--- src/rtl/imem_loader_if.sv ---
// ---------------------------------------------------------------------------
// imem_loader_if
// Groups the two data paths of the instruction-memory loader:
//   byte stream : byte_valid, byte_data (from source), byte_ready (to source)
//   SRAM init   : init_en, init_addr, init_data (to the SoC init port)
// Modports:
//   slave  - the loader itself (consumes bytes, drives the SRAM init port)
//   master - the environment (byte source and SRAM init sink)
// ---------------------------------------------------------------------------
interface imem_loader_if #(
    parameter int ADDR_W = 8
);
    logic              byte_valid;
    logic [7:0]        byte_data;
    logic              byte_ready;
    logic              init_en;
    logic [ADDR_W-1:0] init_addr;
    logic [31:0]       init_data;

    modport slave (
        input  byte_valid, byte_data,
        output byte_ready, init_en, init_addr, init_data
    );

    modport master (
        output byte_valid, byte_data,
        input  byte_ready, init_en, init_addr, init_data
    );
endinterface

--- src/rtl/imem_loader.sv ---
// ---------------------------------------------------------------------------
// imem_loader
// Receives a little-endian byte stream, assembles 32-bit words and writes
// them into the instruction SRAM through the SoC init port, starting at
// BASE_ADDR and wrapping modulo 2^ADDR_W.
// Ports:
//   clk       - sole clock, rising edge
//   reset     - asynchronous, active-low
//   start     - one-cycle load request (honoured only when idle)
//   load_len  - number of words, legal range 1..2^ADDR_W
//   abort     - cancel the load in progress
//   bus       - byte stream + SRAM init port (imem_loader_if.slave)
//   busy      - load in progress
//   done      - level, set after a complete load until the next accepted start
//   err       - one-cycle pulse on an illegal start or an abort
// ---------------------------------------------------------------------------
module imem_loader #(
    parameter int                ADDR_W    = 8,
    parameter logic [ADDR_W-1:0] BASE_ADDR = '0
) (
    input  logic              clk,
    input  logic              reset,
    input  logic              start,
    input  logic [ADDR_W:0]   load_len,
    input  logic              abort,
    imem_loader_if.slave      bus,
    output logic              busy,
    output logic              done,
    output logic              err
);

    typedef enum logic [1:0] {IDLE, RECV, WRITE} state_t;

    // Largest legal length is 2^ADDR_W, i.e. only the top bit of load_len set.
    localparam logic [ADDR_W:0] MAX_LEN = {1'b1, {ADDR_W{1'b0}}};

    state_t            state;
    logic [ADDR_W:0]   len_r;
    logic [ADDR_W:0]   words_r;
    logic [ADDR_W-1:0] ptr_r;
    logic [1:0]        byte_cnt;
    // Only bytes 0..2 are buffered; byte 3 goes straight into init_data.
    logic [23:0]       asm_r;
    logic [ADDR_W:0]   words_next;

    assign bus.byte_ready = (state == RECV);
    assign words_next     = words_r + 1'b1;

    always_ff @(posedge clk or negedge reset) begin
        if (!reset) begin
            state         <= IDLE;
            len_r         <= '0;
            words_r       <= '0;
            ptr_r         <= BASE_ADDR;
            byte_cnt      <= '0;
            asm_r         <= '0;
            bus.init_en   <= 1'b0;
            bus.init_addr <= BASE_ADDR;
            bus.init_data <= '0;
            busy          <= 1'b0;
            done          <= 1'b0;
            err           <= 1'b0;
        end else begin
            err <= 1'b0;
            case (state)
                IDLE: begin
                    // abort has priority over a simultaneous start
                    if (start && !abort) begin
                        if (load_len != '0 && load_len <= MAX_LEN) begin
                            state    <= RECV;
                            busy     <= 1'b1;
                            done     <= 1'b0;
                            len_r    <= load_len;
                            ptr_r    <= BASE_ADDR;
                            byte_cnt <= '0;
                            words_r  <= '0;
                        end else begin
                            err <= 1'b1;
                        end
                    end
                end

                RECV: begin
                    if (abort) begin
                        state <= IDLE;
                        busy  <= 1'b0;
                        err   <= 1'b1;
                    end else if (bus.byte_valid) begin
                        byte_cnt <= byte_cnt + 1'b1;
                        case (byte_cnt)
                            2'd0: asm_r[7:0]   <= bus.byte_data;
                            2'd1: asm_r[15:8]  <= bus.byte_data;
                            2'd2: asm_r[23:16] <= bus.byte_data;
                            2'd3: begin
                                state         <= WRITE;
                                bus.init_en   <= 1'b1;
                                bus.init_addr <= ptr_r;
                                bus.init_data <= {bus.byte_data, asm_r};
                            end
                        endcase
                    end
                end

                WRITE: begin
                    // The write strobe is already on the bus this cycle, so an
                    // abort here still lets the current word land.
                    bus.init_en <= 1'b0;
                    ptr_r       <= ptr_r + 1'b1;
                    words_r     <= words_next;
                    if (abort) begin
                        state <= IDLE;
                        busy  <= 1'b0;
                        err   <= 1'b1;
                    end else if (words_next == len_r) begin
                        state <= IDLE;
                        busy  <= 1'b0;
                        done  <= 1'b1;
                    end else begin
                        state <= RECV;
                    end
                end

                default: state <= IDLE;
            endcase
        end
    end

endmodule
--- src/flat_wrapper.sv ---
// flat-port wrapper written by rule: the top's interface ports become plain ports
module imem_loader_flat 
#(
    parameter int                ADDR_W    = 8,
    parameter logic [ADDR_W-1:0] BASE_ADDR = '0
)
  (clk, reset, start, load_len, abort, busy, done, err, bus_byte_valid, bus_byte_data, bus_byte_ready, bus_init_en, bus_init_addr, bus_init_data);
  imem_loader_if #(.ADDR_W(ADDR_W)) bus_i ();
  input  logic clk;
  input  logic reset;
  input  logic start;
  input  logic [ADDR_W:0] load_len;
  input  logic abort;
  output logic busy;
  output logic done;
  output logic err;
  input wire logic [$bits(bus_i.byte_valid)-1:0] bus_byte_valid;
  input wire logic [$bits(bus_i.byte_data)-1:0] bus_byte_data;
  output wire logic [$bits(bus_i.byte_ready)-1:0] bus_byte_ready;
  output wire logic [$bits(bus_i.init_en)-1:0] bus_init_en;
  output wire logic [$bits(bus_i.init_addr)-1:0] bus_init_addr;
  output wire logic [$bits(bus_i.init_data)-1:0] bus_init_data;
  assign bus_i.byte_valid = bus_byte_valid;
  assign bus_i.byte_data = bus_byte_data;
  assign bus_byte_ready = bus_i.byte_ready;
  assign bus_init_en = bus_i.init_en;
  assign bus_init_addr = bus_i.init_addr;
  assign bus_init_data = bus_i.init_data;
  imem_loader #(.ADDR_W(ADDR_W), .BASE_ADDR(BASE_ADDR)) u_core (.clk(clk), .reset(reset), .start(start), .load_len(load_len), .abort(abort), .bus(bus_i), .busy(busy), .done(done), .err(err));
endmodule
--- config.mk ---
export PLATFORM = sky130hd
export DESIGN_NAME = imem_loader_flat
export DESIGN_NICKNAME = d
export VERILOG_FILES = /design/src/rtl/imem_loader_if.sv /design/src/rtl/imem_loader.sv /design/src/flat_wrapper.sv
export SDC_FILE = /design/constraint.sdc
export NUM_CORES = 1
export LEC_CHECK = 0
export CORE_ASPECT_RATIO = 0.6
export CORE_MARGIN = 3
export CORE_UTILIZATION = 60
export CTS_BUF_LIST = sky130_fd_sc_hd__clkbuf_8
export CTS_CLUSTER_DIAMETER = 120
export DETAILED_ROUTE_END_ITERATION = 8
export PLACE_DENSITY = 0.95
export SETUP_SLACK_MARGIN = 0.02
export SYNTH_ARGS = -nofsm -noshare
export SYNTH_HDL_FRONTEND = slang
export SYNTH_SLANG_ARGS = --single-unit
--- constraint.sdc ---
create_clock -name clk -period 5.3 [get_ports clk]
set_input_delay 1.325 -clock clk [delete_from_list [all_inputs] [get_ports clk]]
set_output_delay 1.325 -clock clk [all_outputs]
set_load 0.1 [all_outputs]
==> impl_metrics.json, run 1 <==
{
  "grt_pass1_wl_mm": 14.39,
  "period_needed_ns": 3.653,
  "dieArea_um2": 8291,
  "post-cts-setup-buffers": 0,
  "cts_buffers": 9,
  "dp_hpwl_mm": 6.135,
  "first_pass_iters": 4,
  "area_growth_pct": 22.52,
  "slew_viol_final": 0,
  "fmax_mhz": 273.8,
  "p_sw_mw": 1.433,
  "ys_seq_area_frac": 0.5675,
  "cts_hold_buf": 0,
  "hold-path-cell-count": 1,
  "setup_tns_ns": 0,
  "first_global_vias": 2920,
  "path_class": "register to output port",
  "power_mw": 3.141,
  "setup_viol_count_final": 0,
  "end_kind": "output port",
  "crit_chain": "inv_1, ha_1, clkdlybuf4s50_1",
  "slowest_delay_ns": 1.19,
  "detail_route.wirelength_mm": 8.603,
  "required_ns": 3.97,
  "die_height_um": 71.74,
  "grt_max_degree": 69,
  "hold_class": "register to register",
  "drt-wirelength-per-cell_um": 17.34,
  "rsz0062_at_grt": "no",
  "cts_tree": "yes",
  "fin_hold_ws_ns": 0.5048,
  "drc": 0,
  "ir_drop_uv": 368.5,
  "cp_max_fo": 5,
  "pwr-share-comb": 0.470,
  "status": "complete, no violations",
  "drt_iter0_drc": 226,
  "period_share": 0.6892,
  "final_cells": 496,
  "min_from": "u_core.asm_r[6]",
  "start_util": 0.6336,
  "worstSkewPairLatency_ns": 0.37,
  "post_synth.cell_area_avg_um2": 12.94,
  "final_hold_viol_count": 0,
  "clk_pin_slew_ns": 0.09,
  "die_w_um": 115.6,
  "antenna_found_initial": 0,
  "critPathArrivalTime_ns": 2.33,
  "synthCells": 334,
  "synth_area_leader_cell": "dfrtp_1",
  "syn_nets": 366,
  "grt-ovfl-total": 0,
  "post-route-util": 0.7764,
  "ys.flop_type": "dfrtp_1",
  "dpl.cell_count": 480,
  "drive_gt1_frac": 0.2274,
  "cts_sinks": 98,
  "synth-async-reset-ratio": 1.000,
  "path_delay_family": "buffers and inverters",
  "reg2reg_depth": 8,
  "nets": 436,
  "gp_congestion": 0.8955,
  "start_kind": "register",
  "track_usage": 0.2261,
  "core_area_um2": 6820,
  "ios": 67,
  "synth_top_cells_by_area": "dfrtp_1 57%, mux2_2 17%, ha_1 2.9%",
  "n_antenna_cell": 0,
  "synth_edf_count": 0,
  "path_buf_inv": 2,
  "row_count": 23,
  "ant_nets": 0,
  "num_vias": 2824,
  "final_cell_mix": "98 x dfrtp_1, 67 x mux2_2, 65 x clkdlybuf4s50_1, 19 x nor2_1, 19 x nand2_1",
  "tightest_slew_ns": 0.9997,
  "finalClockSkew_ns": 0.005282,
  "r2r_start": "u_core.words_r[0]",
  "cts_buffer_depth": 2,
  "synth.distinct_cells": 45,
  "clockRootBuffer": "clkbuf_8",
  "yosys_warnings": 0,
  "via_per_inst": 5.694,
  "slew-limit-headroom": 0.3315,
  "pwr-share-seq": 0.362,
  "synth_seq_cells": 98,
  "cap_violations": 0,
  "cts-htree-levels": 3,
  "p_per_area_nw_per_um2": 593.2,
  "syn-cell-area_um2": 4322,
  "slowest_stage": "clkdlybuf4s50_1",
  "p_leak_nw": 2.434,
  "r2r-end": "u_core.state[0]",
  "port_buffers": 66,
  "p_sw_frac": 0.4562,
  "internal_power_mw": 1.708,
  "final_common_cell": "dfrtp_1",
  "ff2ff_setup_slack_ns": 2.42,
  "ctsResizeCount": 0,
  "synth_top_area_share": 0.5675,
  "clkPwrFrac": 0.168,
  "holdPathEnd": "u_core.bus.init_data[6]"
}
## stage by stage
step	instance area, um^2	setup WS (ns)
2_1_floorplan	4322	2.306
3_3_place_gp	5076	1.453
3_5_place_dp	5076	1.357
4_1_cts	5295	1.622
5_1_grt	5295	1.563
6_report	5295	1.647
## layout make-up
type | instances | area [um^2]
clock buffers | 10 | 137.6
repair buffers | 69 | 680.7
clock inverters | 6 | 81.33
inverters | 9 | 33.78
flip-flops and latches | 98 | 2452
fillers | 423 | 1525
well taps | 87 | 108.9
multi-input cells | 217 | 1800
## sequential cells by signal, summed over array words and instances, names as in the netlist
| signal | flops |
|---|---|
| u_core.bus.init_data | 32 |
| u_core.asm_r | 24 |
| u_core.ptr_r | 8 |
| u_core.busy | 1 |
| u_core.byte_cnt | 2 |
| u_core.bus.init_en | 1 |
| u_core.len_r | 9 |
| u_core.bus.init_addr | 8 |
| u_core.done | 1 |
| u_core.words_r | 9 |
| u_core.state | 2 |
| u_core.err | 1 |
## routing by layer
| metal | track usage | wire, um | up-vias |
|---|---|---|---|
| met3 | 0.05738 | 411 | 11 |
| li1 | - | - | 1329 |
| met1 | 0.3271 | 4116 | 1415 |
| met2 | 0.3404 | 3975 | 69 |
| met4 | 0.07161 | 99 | 0 |
| met5 | 0 | 0 | - |
## cells in the mapped netlist, types with 2 or more instances
cell type	instances
dfrtp_1	98
a22o_1	5
nor2_1	19
buf_2	2
or3_1	2
mux2_2	67
nand4_1	4
o21ai_1	12
a21oi_1	4
clkbuf_1	8
nor3_1	3
nand3_1	5
and3_1	3
nor4_1	3
xnor2_1	12
o21ai_0	6
nand2_1	19
and2_1	2
nor2b_1	3
xor2_1	6
inv_1	9
a21boi_1	2
mux2_1	6
mux2i_1	2
o31ai_1	3
ha_1	10
## worst max path at each step
stage	slack, ns	from	cells past startpoint	to
final	1.65	u_core.state[1]	3	bus_byte_ready
after global routing	1.56	load_len[1]	6	u_core.words_r[6]
after CTS	1.62	u_core.state[1]	3	bus_byte_ready
after detailed placement	1.36	load_len[0]	9	u_core.ptr_r[6]
after global placement	1.45	load_len[1]	9	u_core.ptr_r[6]
after floorplan	2.31	load_len[1]	5	u_core.words_r[6]
## power groups by stage
stage,combinational (mW),sequential (mW),clock [mW]
after CTS,1.49,1.14,0.534
after floorplan,0.429,1.83,0
after global routing,1.54,1.17,0.564
final,1.48,1.14,0.526
after detailed placement,1.48,1.15,0
after global placement,1.45,1.13,0
## logic make-up after synthesis
group           share of synthesized area
compound gates                    0.06428
xor+xnor                          0.03648
fa+ha+maj                         0.02895
buf+inv                           0.01708
flops                              0.5675
mux                                0.1948
simple gates                      0.09091
Note: power is estimated with default switching activity, not from simulation.
==> inputs of run 2 (changes only) <==
--- a/config.mk
+++ b/config.mk
@@ -7,11 +7,11 @@
 export LEC_CHECK = 0
 export CORE_ASPECT_RATIO = 0.6
 export CORE_MARGIN = 3
-export CORE_UTILIZATION = 60
+export CORE_UTILIZATION = 50
 export CTS_BUF_LIST = sky130_fd_sc_hd__clkbuf_8
 export CTS_CLUSTER_DIAMETER = 120
 export DETAILED_ROUTE_END_ITERATION = 8
-export PLACE_DENSITY = 0.95
+export PLACE_DENSITY = 0.9
 export SETUP_SLACK_MARGIN = 0.02
 export SYNTH_ARGS = -nofsm -noshare
 export SYNTH_HDL_FRONTEND = slang
==> constraint.sdc (replaced) <==
create_clock -name clk -period 3.09 [get_ports clk]
set_input_delay 0.7725 -clock clk [delete_from_list [all_inputs] [get_ports clk]]
set_output_delay 0.7725 -clock clk [all_outputs]
set_load 0.1 [all_outputs]
==> impl_metrics.json, run 2 (synthesis results as in run 1) <==
{
  "hold_class": "primary input to async pin",
  "path_class": "register to register",
  "largest_register_ffs": 32,
  "r2r-end": "u_core.busy",
  "post-route-util": 0.6458,
  "post_dp_cell_area_um2": 5082,
  "first_pass_iters": 5,
  "cts_hold_buf": 0,
  "grt_pass1_wl_mm": 14.75,
  "globalRouteMet3Util": 0.04895,
  "period_share": 0.9415,
  "drive_gt1_frac": 0.3558,
  "row_count": 25,
  "ios": 67,
  "die_w_um": 126.0,
  "p_per_area_nw_per_um2": 990.1,
  "slowest_stage": "dfrtp_1",
  "setup_ws_ns": 0.1807,
  "ant_nets": 0,
  "finalClockSkew_ns": 0.008325,
  "drc": 0,
  "cts_tree": "yes",
  "power_mw": 5.200,
  "port_buffers": 66,
  "antenna_found_initial": 0,
  "final_common_cell": "dfrtp_1",
  "critPathArrivalTime_ns": 3.14,
  "cp_max_fo": 8,
  "area_growth_pct": 21.54,
  "crit_chain": "ha_1, nand3_4, and2_4, or4_1, a311o_1, a2111oi_4, o21ai_1, mux2i_1",
  "grt_max_degree": 68,
  "final_hold_viol_count": 0,
  "pre_cts_ws_ns": -0.1792,
  "critical_path_depth": 8,
  "dp_hpwl_mm": 6.631,
  "n_antenna_cell": 0,
  "cap_violations": 0,
  "clockRootBuffer": "clkbuf_8",
  "rsz0062_at_grt": "no",
  "cts_buffers": 9,
  "slowest_delay_ns": 0.48,
  "detail_route.wirelength_mm": 9.072,
  "clkPwrFrac": 0.139,
  "status": "complete, no violations",
  "largest-register": "u_core.bus.init_data",
  "end_kind": "register",
  "grt-ovfl-total": 0,
  "fmax_mhz": 343.7,
  "p_sw_frac": 0.4764,
  "path_delay_family": "compound AO/OA/AOI/OAI gates",
  "crit_path_start": "u_core.words_r[0]",
  "start_util": 0.5314,
  "p_sw_mw": 2.478,
  "ctsResizeCount": 0,
  "ff2ff_setup_slack_ns": 0.18,
  "gp_congestion": 0.8740,
  "first_global_vias": 2917,
  "pwr-share-comb": 0.483,
  "crit_end": "u_core.busy",
  "drt_iter0_drc": 220,
  "tightest_slew_ns": 0.5555,
  "slew-limit-headroom": 0.6275,
  "dieArea_um2": 9831,
  "slew_viol_final": 0,
  "post-cts-setup-buffers": 0,
  "r2r_start": "u_core.words_r[0]",
  "track_usage": 0.1866,
  "path_buf_inv": 0,
  "required_ns": 3.32,
  "fin_hold_ws_ns": 0.3456,
  "pwr-share-seq": 0.378,
  "worstSkewPairLatency_ns": 0.35,
  "cts-htree-levels": 3,
  "internal_power_mw": 2.723,
  "period_needed_ns": 2.909,
  "grt.met1_usage": 0.2643,
  "via_per_inst": 5.563,
  "core_area_um2": 8133,
  "nets": 445,
  "drt-wirelength-per-cell_um": 17.31,
  "clk_pin_slew_ns": 0.09,
  "final_cell_mix": "98 x dfrtp_1, 67 x mux2_2, 56 x buf_4, 20 x clkdlybuf4s50_1",
  "cts_buffer_depth": 2,
  "start_kind": "register",
  "stdcell_area_um2": 5253,
  "setup_viol_count_final": 0,
  "top_regs": "u_core.bus.init_data x32, u_core.asm_r x24",
  "p_leak_nw": 2.533,
  "grt_busiest_layer": "met2",
  "ir_drop_uv": 580.3,
  "die_height_um": 78.02,
  "gr-usage-met2": 0.2937,
  "cts_sinks": 98,
  "num_vias": 2915,
  "reg2reg_depth": 8
}
-- run 2: layer usage --
layer | vias to the layer above | share of wire
met5 | - | 0
met4 | 0 | 0.0069
met3 | 7 | 0.064
met2 | 108 | 0.47
met1 | 1461 | 0.46
li1 | 1339 | -
-- run 2: area by class of cell --
class	count	area [um^2]
fillers	615	2880
flip-flops and latches	98	2452
multi-input cells	217	1804
repair buffers	78	660.6
clock buffers	10	137.6
well taps	108	135.1
inverters	9	33.78
clock inverters	4	28.78
-- run 2: worst reg2reg max path, delay by kind of cell, from the launching register on --
kind	cells	cell delay (ns)
AOI/OAI and AO/OA	3	0.99
muxes	1	0.14
adders and majority gates	1	0.35
DFF	1	0.48
and+or+nand+nor	3	0.84
-- run 2: power by group through the flow --
stage	logic, mW	registers [mW]	clock network, mW
2_1_floorplan	0.736	3.14	0
3_3_place_gp	2.44	1.95	0
3_5_place_dp	2.50	1.99	0
4_1_cts	2.52	1.96	0.737
5_1_grt	2.61	2.02	0.788
6_report	2.51	1.97	0.722
-- run 2: stage by stage --
step | TNS [ns] | instances
6_report | 0 | 524
3_3_place_gp | -0.01615 | 510
4_1_cts | 0 | 524
3_5_place_dp | -1.408 | 510
5_1_grt | 0 | 524
2_1_floorplan | 0 | 334
-- run 2: worst min-delay path by stage --
stage | slack [ns] | startpoint | cells past startpoint | to
after global placement | 0.48 | u_core.asm_r[14] | 1 | u_core.bus.init_data[14]
after floorplan | 0.46 | u_core.words_r[8] | 1 | u_core.words_r[8]
after CTS | 0.35 | reset | 1 | u_core.bus.init_data[24]
after detailed placement | 0.49 | u_core.asm_r[19] | 1 | u_core.asm_r[19]
final | 0.35 | reset | 1 | u_core.asm_r[9]
after global routing | 0.36 | reset | 1 | u_core.asm_r[9]
==> inputs of run 3 (changes only) <==
--- a/config.mk
+++ b/config.mk
@@ -13,6 +13,7 @@
 export DETAILED_ROUTE_END_ITERATION = 8
 export PLACE_DENSITY = 0.9
 export SETUP_SLACK_MARGIN = 0.02
+export SKIP_CTS_REPAIR_TIMING = 1
 export SYNTH_ARGS = -nofsm -noshare
 export SYNTH_HDL_FRONTEND = slang
 export SYNTH_SLANG_ARGS = --single-unit
==> results of run 3 <==
Same layout as run 2: the final DEF is identical, and so are final timing and power.
